==> src/rtl/hex_scan.sv <==
// Multiplexed hex display scanner: time-slices a 4*DIGITS-bit word across DIGITS digits.
// A single-entry pending buffer accepts new words, which are applied only at frame boundaries.
module hex_scan #(
  parameter int DIGITS   = 8,
  parameter int SCAN_DIV = 1000
) (
  input  logic                  clk,
  input  logic                  rst_n,
  input  logic                  in_valid,
  input  logic [4*DIGITS-1:0]   in_data,
  input  logic [DIGITS-1:0]     in_blank,
  output logic                  in_ready,
  output logic [3:0]            bcd,
  output logic [DIGITS-1:0]     digit_en_n,
  output logic                  frame_done
);

  localparam int IW = (DIGITS > 1) ? $clog2(DIGITS) : 1;
  localparam int PW = (SCAN_DIV > 1) ? $clog2(SCAN_DIV) : 1;
  localparam logic [PW-1:0] PRESC_LAST = PW'(SCAN_DIV - 1);
  localparam logic [IW-1:0] IDX_LAST   = IW'(DIGITS - 1);

  logic [PW-1:0]         presc_q, presc_d;
  logic [IW-1:0]         idx_q, idx_d;
  logic                  pend_q, pend_d;
  logic [4*DIGITS-1:0]   pend_word_q, pend_word_d;
  logic [DIGITS-1:0]     pend_mask_q, pend_mask_d;
  logic [4*DIGITS-1:0]   act_word_q, act_word_d;
  logic [DIGITS-1:0]     act_mask_q, act_mask_d;
  logic                  frame_done_q, frame_done_d;

  logic tick;
  logic boundary;
  logic accept;

  assign tick     = (presc_q == PRESC_LAST);
  assign boundary = tick && (idx_q == IDX_LAST);
  assign in_ready = ~pend_q;
  assign accept   = in_valid && ~pend_q;

  always_comb begin
    presc_d      = tick ? '0 : presc_q + 1'b1;
    idx_d        = idx_q;
    pend_d       = pend_q;
    pend_word_d  = pend_word_q;
    pend_mask_d  = pend_mask_q;
    act_word_d   = act_word_q;
    act_mask_d   = act_mask_q;
    frame_done_d = boundary;

    if (tick) begin
      idx_d = (idx_q == IDX_LAST) ? '0 : idx_q + 1'b1;
    end

    // Pending can only be applied or filled, never both: accept requires pend_q=0.
    if (boundary && pend_q) begin
      act_word_d = pend_word_q;
      act_mask_d = pend_mask_q;
      pend_d     = 1'b0;
    end

    if (accept) begin
      pend_d      = 1'b1;
      pend_word_d = in_data;
      pend_mask_d = in_blank;
    end
  end

  always_ff @(posedge clk or negedge rst_n) begin
    if (!rst_n) begin
      presc_q      <= '0;
      idx_q        <= '0;
      pend_q       <= 1'b0;
      pend_word_q  <= '0;
      pend_mask_q  <= '0;
      act_word_q   <= '0;
      act_mask_q   <= '0;
      frame_done_q <= 1'b0;
    end else begin
      presc_q      <= presc_d;
      idx_q        <= idx_d;
      pend_q       <= pend_d;
      pend_word_q  <= pend_word_d;
      pend_mask_q  <= pend_mask_d;
      act_word_q   <= act_word_d;
      act_mask_q   <= act_mask_d;
      frame_done_q <= frame_done_d;
    end
  end

  always_comb begin
    bcd        = 4'h0;
    digit_en_n = '1;
    for (int k = 0; k < DIGITS; k++) begin
      if (idx_q == IW'(k)) begin
        bcd           = act_word_q[4*k +: 4];
        digit_en_n[k] = act_mask_q[k];
      end
    end
  end

  assign frame_done = frame_done_q;

endmodule

==> config.mk <==
export PLATFORM = sky130hd
export DESIGN_NAME = hex_scan
export DESIGN_NICKNAME = d
export VERILOG_FILES = /design/src/rtl/hex_scan.sv
export SDC_FILE = /design/constraint.sdc
export NUM_CORES = 1
export LEC_CHECK = 0
export ABC_AREA = 1
export BUFFER_PORTS_ARGS = -buffer_cell sky130_fd_sc_hd__buf_2
export CORE_ASPECT_RATIO = 1.75
export CORE_UTILIZATION = 45
export CTS_CLUSTER_SIZE = 16
export DETAILED_ROUTE_END_ITERATION = 6
export SYNTH_ARGS = -nofsm -noshare
export SYNTH_HDL_FRONTEND = slang
export SYNTH_SLANG_ARGS = --single-unit
==> constraint.sdc <==
create_clock -name clk -period 2.4 [get_ports clk]
set_clock_uncertainty 0.05 [all_clocks]
set_input_delay 0.36 -clock clk [delete_from_list [all_inputs] [get_ports clk]]
set_output_delay 0.36 -clock clk [all_outputs]
set_load 0.02 [all_outputs]
Word-level counts from Yosys, hierarchy flattened
Index checks and enable logic that the tools add are counted.
- equality and inequality tests: 8
- add/subtract/negate cells: 2
- bitwise logic cells: 1
- reductions and logical operators: 5
- mux-type cells: 20
- operator list (cell ; count):
    two-way mux 4 bit ; 8
    equality test 3 bit, second input constant ; 4
    adder 10 x 1 -> 10 bit, second input constant ; 1
    equality test 10 bit, second input constant ; 1
    two-way mux 1 bit ; 10
    two-way mux 10 bit ; 1
    equality test 3 x 2 -> 1 bit, second input constant ; 2
    adder 3 x 1 -> 3 bit, second input constant ; 1
    equality test 3 x 1 -> 1 bit, second input constant ; 1
    logical AND 1 bit ; 3
    logical NOT 3 bit ; 1
    two-way mux 3 bit ; 1
    nonzero test 2 bit ; 1
    NOT 1 bit ; 1
- input port bits: 43
- word-level logic and storage cells: 44
- output and inout bits: 14
- flip-flop bits (word level): 95

Logic depth before layout (Yosys ltp)
Gate-level depths: netlist (run 1).
- word-level depth: 9
- gate-level depth with buffers: 14
- mapped depth without buffers: 14

Worst setup path after synthesis (run 1)
Ideal clock, no wire load.
- path kind: reg2out
- from: reg idx_q[1]
- to: out bcd[1]
- stages on the path, launching flop included: 15
- data required time: 1.990 ns
- path slack: 0.511 ns
- buffers on the path: 0
- arrival time: 1.479 ns
- cell sequence: dfrtp_1 inv_1 ha_1 inv_1 nor2_1 nand2_1 nand2_1 nand2_1 nand2_1 nand2_1 nand2_1 nand2_1 nand2_1 nand2_1 nand2_1
- cells in the longest elaborated chain, start to end: 9
- elaborated cells between the ends (all ways): 16
- classes of those cells: eq/ne (7); mux (8); reduce/logical (1)
- ends and longest elaborated chain (element ; line ; RTL):
    start: declaration ; 24 ; logic [IW-1:0] idx_q, idx_d;
    start signal: assignment ; 81 ; idx_q <= idx_d;
    logical NOT 3 bit ; 95 ; if (idx_q == IW'(k)) begin
    two-way mux 4 bit (7 in a row) ; 95 ;
    two-way mux 4 bit * ; 95 ;
    end: declaration ; 13 ; output logic [3:0] bcd,
Every way passes the cells marked *; elsewhere a longest branch is shown, timed or not.

Worst setup path after layout (run 1)
Ends and elaborated chain as after synthesis.

==> results of run 1 <==
[per-stage QoR]
step | cell area, µm² | setup TNS [ps] | utilization (%) | std cells | hold WS (ps)
after floorplan | 4270 | 0 | - | 451 | 14.4
after detailed placement | 4690 | 0 | 51.3 | 619 | 296
after global routing | 5150 | -196 | 56.2 | 638 | 195
after global placement | 4690 | 0 | 51.3 | 619 | 291
after CTS | 5020 | -23.5 | 54.9 | 636 | 193
final | 5150 | 0 | 56.2 | 638 | 203
[cell type report]
| type | instances | share of cell area (%) |
|---|---|---|
| Sequential cell | 95 | 46.2 |
| Multi-Input combinational cell | 303 | 34.1 |
| Timing Repair Buffer | 68 | 8.27 |
| Clock buffer | 13 | 4.86 |
| Tap cell | 120 | 2.92 |
| Inverter | 36 | 2.82 |
| Clock inverter | 3 | 0.827 |
[final timing paths]
check,cells after the start,to,slack (ps),from
worst min-delay path,2,pend_word_q[25]$_DFFE_PN0P_,200,in_data[25]
min in group asynchronous,2,pend_word_q[2]$_DFFE_PN0P_,470,rst_n
worst max-delay path,15,bcd[1],80,idx_q[1]$_DFFE_PN0N_
worst max register to register,7,act_mask_q[0]$_DFFE_PN0P_,540,idx_q[0]$_DFFE_PN0N_
max in group asynchronous,3,act_word_q[26]$_DFFE_PN0P_,1200,rst_n
worst min register to register,1,presc_q[0]$_DFF_PN0_,410,presc_q[0]$_DFF_PN0_
[worst max-delay path: cells and delay by family, from the launching register on]
family	cells	cell delay (ps)
buffers and inverters	3	280
DFF	1	410
and+or+nand+nor	11	710
adders and majority gates	1	170
[cell usage in the layout (no fill, tap or decap), types with 2 or more instances in the layout]
cell type  netlist  final
nor2_1          33     31
nor2_4           0      2
inv_2            1      3
nand2_1        140    134
inv_4            1      4
nand3_2          1      4
ha_1             7      2
o21ai_2          5      5
or2_2            9      7
ha_4             0      4
buf_4            2     10
clkbuf_16        0      9
buf_6            4      4
buf_12           0      2
o21ai_0          3      3
or2_4            0      2
clkbuf_1         9      3
nor3_1           3      3
nand2_2          1      7
mux2_2          35     35
inv_1           33     28
dfrtp_1         95     94
a21oi_1         11     11
nand3_1         48     45
buf_2            2     51
nor3b_1          2      2
[flip-flops by register name, indices dropped and copies added, names as in the netlist]
name	cells
act_mask_q	8
act_word_q	32
frame_done	1
idx_q	3
pend_mask_q	8
pend_q	1
pend_word_q	32
presc_q	10
[layer usage]
| layer | track usage [%] | wire (µm) |
|---|---|---|
| met4 | 8.71 | 193 |
| met2 | 35.2 | 4760 |
| met5 | 0 | 0 |
| met1 | 22.5 | 3420 |
| met3 | 3.37 | 197 |
[repair_timing]
item                                    4_1_cts  5_1_grt
pin swaps                                     0        3
endpoints found under the setup margin        4        4
hold buffers                                  1        0
setup buffers                                 0        2
resized for setup                            10       30
endpoints found under the hold margin        33        0
[cell families (layout without fill, tap and decap cells)]
logic type	after synthesis	after routing	share of synthesized area, %
adder cells (fa/ha/maj)	7	7	2.05
AO/OA/AOI/OAI	20	20	2.84
AND/OR/NAND/NOR	240	240	24.3
XOR/XNOR	1	1	0.205
flip-flops	95	95	55.7
multiplexers	35	35	9.23
buffers and inverters	53	120	5.65
[power breakdown]
group | switching [mW] | internal (mW) | total (mW) | leakage (nW)
logic | 0.0637 | 0.0815 | 0.145 | 1.36
clock network | 0.565 | 0.835 | 1.40 | 0.140
registers | 0.0377 | 1.68 | 1.72 | 1.23
total | 0.666 | 2.60 | 3.26 | 2.74
==> metrics.yaml, run 1 <==
status: "complete, no violations"
seqCellArea_mm2: 0.00238
netlist_instances: 451
multi_input_area_mm2: 0.00175
max_slew.worst_pin.slew_ps: 544
fmax_mhz: 431
power.total_mw: 3.26
clk_path_buf_depth: 2
die-area_mm2: 0.00990
cap_viol_max_count: 0
synth_area_leaders: "dfrtp_1, nand2_1, mux2_2"
die_w_um: 75.6
rows: 46
nets: 563
crit_type: "register to output port"
slew_viol_final: 0
drtPass1Iterations: 4
root_buffer: "clkbuf_16"
cts_tree: "built"
powerDensity_mw_per_mm2: 634
cts_buffers: 9
synth_edf_count: 0
antenna_found_initial: 0
syn_area_mm2: 0.00427
initial_core_util_pct: 46.7
grt_usage_pct: 19.7
drt-initial-drc-count: 129
ys_ff_latch: 95
vias: 3064
finalHoldViolCount: 0
critPathLaunchType: "register"
antenna-diode-count: 0
crit_chain: "inv_2 > ha_4 > inv_4 > nor2_4 > nand2_1 > nand2_1 > nand2_1 > nand2_1 > nand2_1 > nand2_1 > nand2_1 > nand2_1 > nand2_1 > nand2_2 > buf_6"
grt_first_pass_wirelength_um: 14500
viasPerCell: 4.80
crit_required_ps: 1990
setup_violations: 0
layout-drive-gt1-share_pct: 30.5
cp-end-kind: "output port"
syn_nets: 501
critPathMaxFanout: 5
drcViolationCount: 0
path_common_cell: "nand2_1"
die-height_um: 131
cpPeakStageDelay_ps: 410
core_mm2: 0.00915
cts_max_level: 3
postRouteAntennaNets: 0
hold_path.class: "input pin to register"
seq_area_frac_synth_pct: 55.7
post_drt_wl_per_cell_um: 13.4
grt_pass1_vias: 3139
synth_top_area_cell: "dfrtp_1"
yosys.area.top_type_share_pct: 55.7
yosysUniqueCellTypes: 27
timing.final.ws_setup_ps: 80.3
port-buffer-count: 56
yosysWarnings: 0
cp_data_arrival_time_ps: 1910
fill_cells: 847
synth_common_cells: "nand2_1, dfrtp_1, nand3_1, mux2_2"
dp_slack_ps: 181
rsz0062_at_grt: "yes"
io_pins: 57
slew_headroom_pct: 63.8
place.gp.congestion: 0.771
avgSynthCellArea_um2: 9.47
clkLatencyLatePin_ps: 330
ys_async_sr_fraction_pct: 100
syn_to_final_growth_pct: 20.5
slowest_stage: "dfrtp_1"
grt_start_max_net_pins: 47
finalCriticalPeriod_ps: 2320
irDropWorstVdd_v: 0.000476
p_leak_nw: 2.74
synthFlopType: "dfrtp_1"
clock-sinks: 95
post-dp-hpwl_um: 6170
clk_pin_slew_ps: 60
drt-total-wl_um: 8580
synth_most_common_cell: "nand2_1"
overflow: 0
fin_crit_sh_pct: 96.7
Power figures use the tool's default switching activity.
==> inputs of run 2 (changes only) <==
==> constraint.sdc (replaced) <==
create_clock -name clk -period 2.2 [get_ports clk]
set_clock_uncertainty 0.05 [all_clocks]
set_input_delay 0.33 -clock clk [delete_from_list [all_inputs] [get_ports clk]]
set_output_delay 0.33 -clock clk [all_outputs]
set_load 0.02 [all_outputs]
==> metrics.yaml, run 2 (synthesized netlist as in run 1, its figures left out) <==
finalHoldViolCount: 0
cts_buffers: 9
slew_headroom_pct: 65.9
p_comb_share_pct: 4.3
status: "complete, but fails checks"
p_leak_nw: 2.80
hp-start: "in_valid"
drt-initial-drc-count: 179
max_slew.worst_pin.slew_ps: 511
hold_slack_ps: 160
crit_type: "register to output port"
hold_end: "pend_q$_DFFE_PN0P_"
hold_path.class: "input pin to register"
r2r_start: "presc_q[0]$_DFF_PN0_"
mostFrequentLayoutCells: "nand2_1, dfrtp_1, buf_2"
cts_tree: "built"
die-height_um: 131
timing.final.ws_setup_ps: -116
cp_data_arrival_time_ps: 1940
vias: 3144
grt_start_max_net_pins: 47
nets: 568
die-area_mm2: 0.00990
clk_path_buf_depth: 2
fin_cells: 643
cap_viol_max_count: 0
clkLatencyLatePin_ps: 340
fmax_mhz: 432
hold_path_depth: 3
core_mm2: 0.00915
violations: "negative setup slack"
fin_crit_sh_pct: 105
viasPerCell: 4.89
layout-drive-gt1-share_pct: 30.8
die_w_um: 75.6
post-dp-hpwl_um: 6200
final_common_cell: "nand2_1"
clock-sinks: 95
powerDensity_mw_per_mm2: 714
slew_viol_final: 0
p_clk_share_pct: 45.3
drtPass1Iterations: 4
grt_pass1_vias: 3129
crit_required_ps: 1820
irDropWorstVdd_v: 0.000543
switching_share_pct: 19.8
pwr-share-seq_pct: 50.4
rrSetupSlack_ps: 340
port-buffer-count: 56
finalCriticalPeriod_ps: 2320
initial_core_util_pct: 46.7
postRouteAntennaNets: 0
power.total_mw: 3.71
post_drt_wl_per_cell_um: 13.6
dp_slack_ps: 36.9
overflow: 0
dp_cells: 622
largest_registers: "act_word_q: 32 flops, pend_word_q: 32 flops, presc_q: 10 flops"
reg2regPathDepth: 10
setup_tns_ps: -358
io_pins: 57
cp-end-kind: "output port"
critPathMaxFanout: 5
rsz0062_at_grt: "yes"
setup_violations: 4
rows: 46
antenna_found_initial: 0
place.gp.congestion: 0.790
drt-total-wl_um: 8730
r2r-end: "act_word_q[31]$_DFFE_PN0P_"
antenna-diode-count: 0
grt_usage_pct: 20.2
cts_max_level: 3
switching_power_uw: 735
drcViolationCount: 0
critPathLaunchType: "register"
syn_to_final_growth_pct: 21.9
clk_pin_slew_ps: 60
grt_first_pass_wirelength_um: 14700
root_buffer: "clkbuf_16"
p_int_mw: 2.98
[run 2: how the worst max path moves through the flow]
stage / start / end / slack, ps / cells past startpoint
finish: idx_q[0]$_DFFE_PN0N_ / bcd[3] / -120 / 14
global route: idx_q[0]$_DFFE_PN0N_ / bcd[3] / -280 / 14
CTS: idx_q[1]$_DFFE_PN0N_ / bcd[1] / -120 / 15
detailed placement: idx_q[1]$_DFFE_PN0N_ / bcd[1] / 40 / 15
global placement: idx_q[1]$_DFFE_PN0N_ / bcd[1] / 110 / 15
floorplan: idx_q[1]$_DFFE_PN0N_ / bcd[1] / 340 / 14
[run 2: power groups by stage]
| stage | Combinational (mW) | Clock (mW) | Sequential (mW) |
|---|---|---|---|
| after global routing | 0.182 | 1.79 | 1.88 |
| after floorplan | 0.0759 | 0 | 1.89 |
| final | 0.161 | 1.68 | 1.87 |
| after global placement | 0.158 | 0 | 1.90 |
| after detailed placement | 0.164 | 0 | 1.91 |
| after CTS | 0.166 | 1.72 | 1.87 |
[run 2: layout make-up]
cell class	count	area, µm²
clock buffer	13	260
sequential	95	2380
fill	828	3950
tap	120	150
multi-input combinational	303	1740
clock inverter	3	65.1
timing repair buffer	73	467
inverter	36	140
[run 2: what timing repair did]
action                                  CTS  global route
resized for setup                        27             9
hold buffers                              1             0
buffers inserted                          3             1
endpoints found under the hold margin    31             0
endpoints found under the setup margin    5             5
pin swaps                                 3             3
[run 2: per-stage QoR]
step	util, %	cell area (µm²)
after floorplan	-	4270
after global placement	51.5	4720
after detailed placement	51.5	4720
after CTS	56.4	5160
after global routing	56.9	5200
final	56.9	5200
[run 2: critical path: stages (launching register included)]
cell and delay, ps:
dfrtp_1 400, inv_2 130, ha_4 150, inv_1 50, nor2_4 120, buf_4 130
nand3_2 60, nand3_2 60, nand3_1 60, nand2_1 60, nand2_1 60, nand2_1 60
nand2_1 60, nand2_2 70, buf_6 110
[run 2: metal layers]
layer / vias up / global-route usage (%) / wire length (µm)
li1: 1570 / - / -
met1: 1515 / 23.0 / 3420
met2: 45 / 36.1 / 4880
met3: 14 / 3.45 / 203
met4: 0 / 9.15 / 216
met5: - / 0 / 0
==> inputs of run 3 (changes only) <==
--- a/config.mk
+++ b/config.mk
@@ -8,9 +8,11 @@
 export ABC_AREA = 1
 export BUFFER_PORTS_ARGS = -buffer_cell sky130_fd_sc_hd__buf_2
 export CORE_ASPECT_RATIO = 1.75
-export CORE_UTILIZATION = 45
+export CORE_UTILIZATION = 51
 export CTS_CLUSTER_SIZE = 16
 export DETAILED_ROUTE_END_ITERATION = 6
+export GPL_ROUTABILITY_DRIVEN = 0
+export PLACE_DENSITY = 0.72
 export SYNTH_ARGS = -nofsm -noshare
 export SYNTH_HDL_FRONTEND = slang
 export SYNTH_SLANG_ARGS = --single-unit
==> metrics.yaml, run 3 (synthesized netlist as in run 1, its figures left out) <==
postRouteAntennaNets: 0
io_pins: 57
cts_tree: "built"
syn_to_final_growth_pct: 21.2
dpl-instance-area_mm2: 0.00466
grt_usage_pct: 21.7
vias: 3145
crit_chain: "buf_4 > ha_4 > inv_2 > nor2_4 > nand2_1 > nand2_1 > nand2_1 > nand2_1 > nand2_1 > nand2_1 > nand2_1 > nand2_1 > nand2_1 > nand2_1 > buf_6"
violations: "negative setup slack"
cap_viol_max_count: 0
max_slew.worst_pin.slew_ps: 475
fmax_mhz: 415
port-buffer-count: 56
critPathBufInv: 3
critPathLaunchType: "register"
irDropWorstVdd_v: 0.000632
p_leak_nw: 2.79
clk_path_buf_depth: 2
crit_cells: 15
clkLatencyLatePin_ps: 340
timing.final.ws_setup_ps: -211
cp_data_arrival_time_ps: 2030
antenna_found_initial: 0
powerDensity_mw_per_mm2: 696
antenna-diode-count: 0
dp_cells: 588
cpPeakStageDelay_ps: 410
setup_violations: 4
fin_crit_sh_pct: 110
clock-sinks: 95
root_buffer: "clkbuf_16"
p_int_mw: 2.86
die_w_um: 71.2
drt-total-wl_um: 8570
overflow: 0
drtPass1Iterations: 6
die-height_um: 123
largest_registers: "act_word_q: 32 flops, pend_word_q: 32 flops, presc_q: 10 flops"
hold_path_depth: 3
layout-drive-gt1-share_pct: 31.7
switching_power_uw: 742
post-dp-hpwl_um: 5810
nets: 568
switching_share_pct: 20.6
finalCriticalPeriod_ps: 2410
drt-initial-drc-count: 207
viasPerCell: 5.13
die-area_mm2: 0.00876
crit_type: "register to output port"
post_drt_wl_per_cell_um: 14.0
slew_viol_final: 0
grt_first_pass_wirelength_um: 14500
critPathMaxFanout: 5
final_common_cell: "nand2_1"
hold_path.class: "input pin to register"
grt_pass1_vias: 3228
pwr-share-seq_pct: 52.0
p_comb_share_pct: 4.4
drcViolationCount: 0
path_common_cell: "nand2_1"
crit_required_ps: 1820
stdcell_area_mm2: 0.00517
status: "complete, but fails checks"
cpLargestDelayFamily: "simple AND/OR/NAND/NOR gates"
p_clk_share_pct: 43.6
reg2regPathDepth: 10
slowest_stage: "dfrtp_1"
core_mm2: 0.00802
clk_pin_slew_ps: 60
rsz0062_at_grt: "yes"
grt_start_max_net_pins: 76
initial_core_util_pct: 53.3
slew_headroom_pct: 68.3
cts_max_level: 3
cp-end-kind: "output port"
fin_cells: 613
mostFrequentLayoutCells: "nand2_1, dfrtp_1, buf_2"
cts_buffers: 9
rows: 43
finalHoldViolCount: 0
[run 3: changes by cell type in the layout (fill, tap and decap cells not counted), sizes merged]
cell,previous run,this run
clkinvlp,0,1
clkinv,2,4
clkbuf,13,11
bufinv,2,1
[run 3: cell type report]
class / count / area, µm²
multi-input cells: 303 / 1750
inverters: 36 / 138
repair buffers: 73 / 483
clock inverters: 5 / 56.3
flip-flops and latches: 95 / 2380
well taps: 90 / 113
clock buffers: 11 / 253
fillers: 648 / 2840
[run 3: stage by stage]
stage | TNS [ps] | hold slack, ps | power [mW] | setup WS (ps) | utilization (%)
floorplan | 0 | -15.6 | 1.97 | 341 | -
global placement | 0 | 179 | 2.06 | 145 | 58.1
detailed placement | 0 | 184 | 2.07 | 40.2 | 58.1
CTS | -372 | 144 | 3.65 | -111 | 63.5
global route | -1060 | 142 | 3.74 | -376 | 64.5
finish | -504 | 156 | 3.60 | -211 | 64.5
[run 3: routing by layer]
layer	share of wire (%)	track usage (%)	wire length, µm	up-vias
met5	0	0	0	-
met4	2.8	10.5	240	0
met3	2.1	4.65	182	19
met2	55	39.4	4750	44
met1	40	23.8	3400	1518
li1	-	-	-	1564
[run 3: timing repair]
action	4_1_cts	5_1_grt
resized for setup	24	17
pin swaps	1	6
hold buffers	1	0
endpoints found under the hold margin	20	0
setup endpoints to repair	5	7
buffers inserted	5	3
[run 3: power by group through the flow]
| stage | logic [mW] | clock network [mW] | registers (mW) |
|---|---|---|---|
| 6_report | 0.157 | 1.57 | 1.87 |
| 5_1_grt | 0.180 | 1.68 | 1.88 |
| 4_1_cts | 0.163 | 1.61 | 1.87 |
| 3_5_place_dp | 0.161 | 0 | 1.91 |
| 3_3_place_gp | 0.154 | 0 | 1.90 |
| 2_1_floorplan | 0.0759 | 0 | 1.89 |
[run 3: worst paths after layout]
path / start / to / slack, ps
worst max-delay path: idx_q[0]$_DFFE_PN0N_ / bcd[1] / -210
worst min-delay path: in_valid / pend_q$_DFFE_PN0P_ / 160
worst max register to register: presc_q[0]$_DFF_PN0_ / act_word_q[31]$_DFFE_PN0P_ / 350
worst min register to register: presc_q[0]$_DFF_PN0_ / presc_q[0]$_DFF_PN0_ / 410
max in group asynchronous: rst_n / presc_q[0]$_DFF_PN0_ / 1050
min in group asynchronous: rst_n / pend_word_q[5]$_DFFE_PN0P_ / 370
[run 3: worst reg2reg max path, stage by stage, from the launching register on]
cell and delay [ps]:
dfrtp_1 370, ha_1 170, nand2_1 60, clkinv_1 80, nand3_2 80, nor3_4 180
inv_4 100, nor2_8 130, nand2_4 270, nand2_1 180, o21ai_2 60
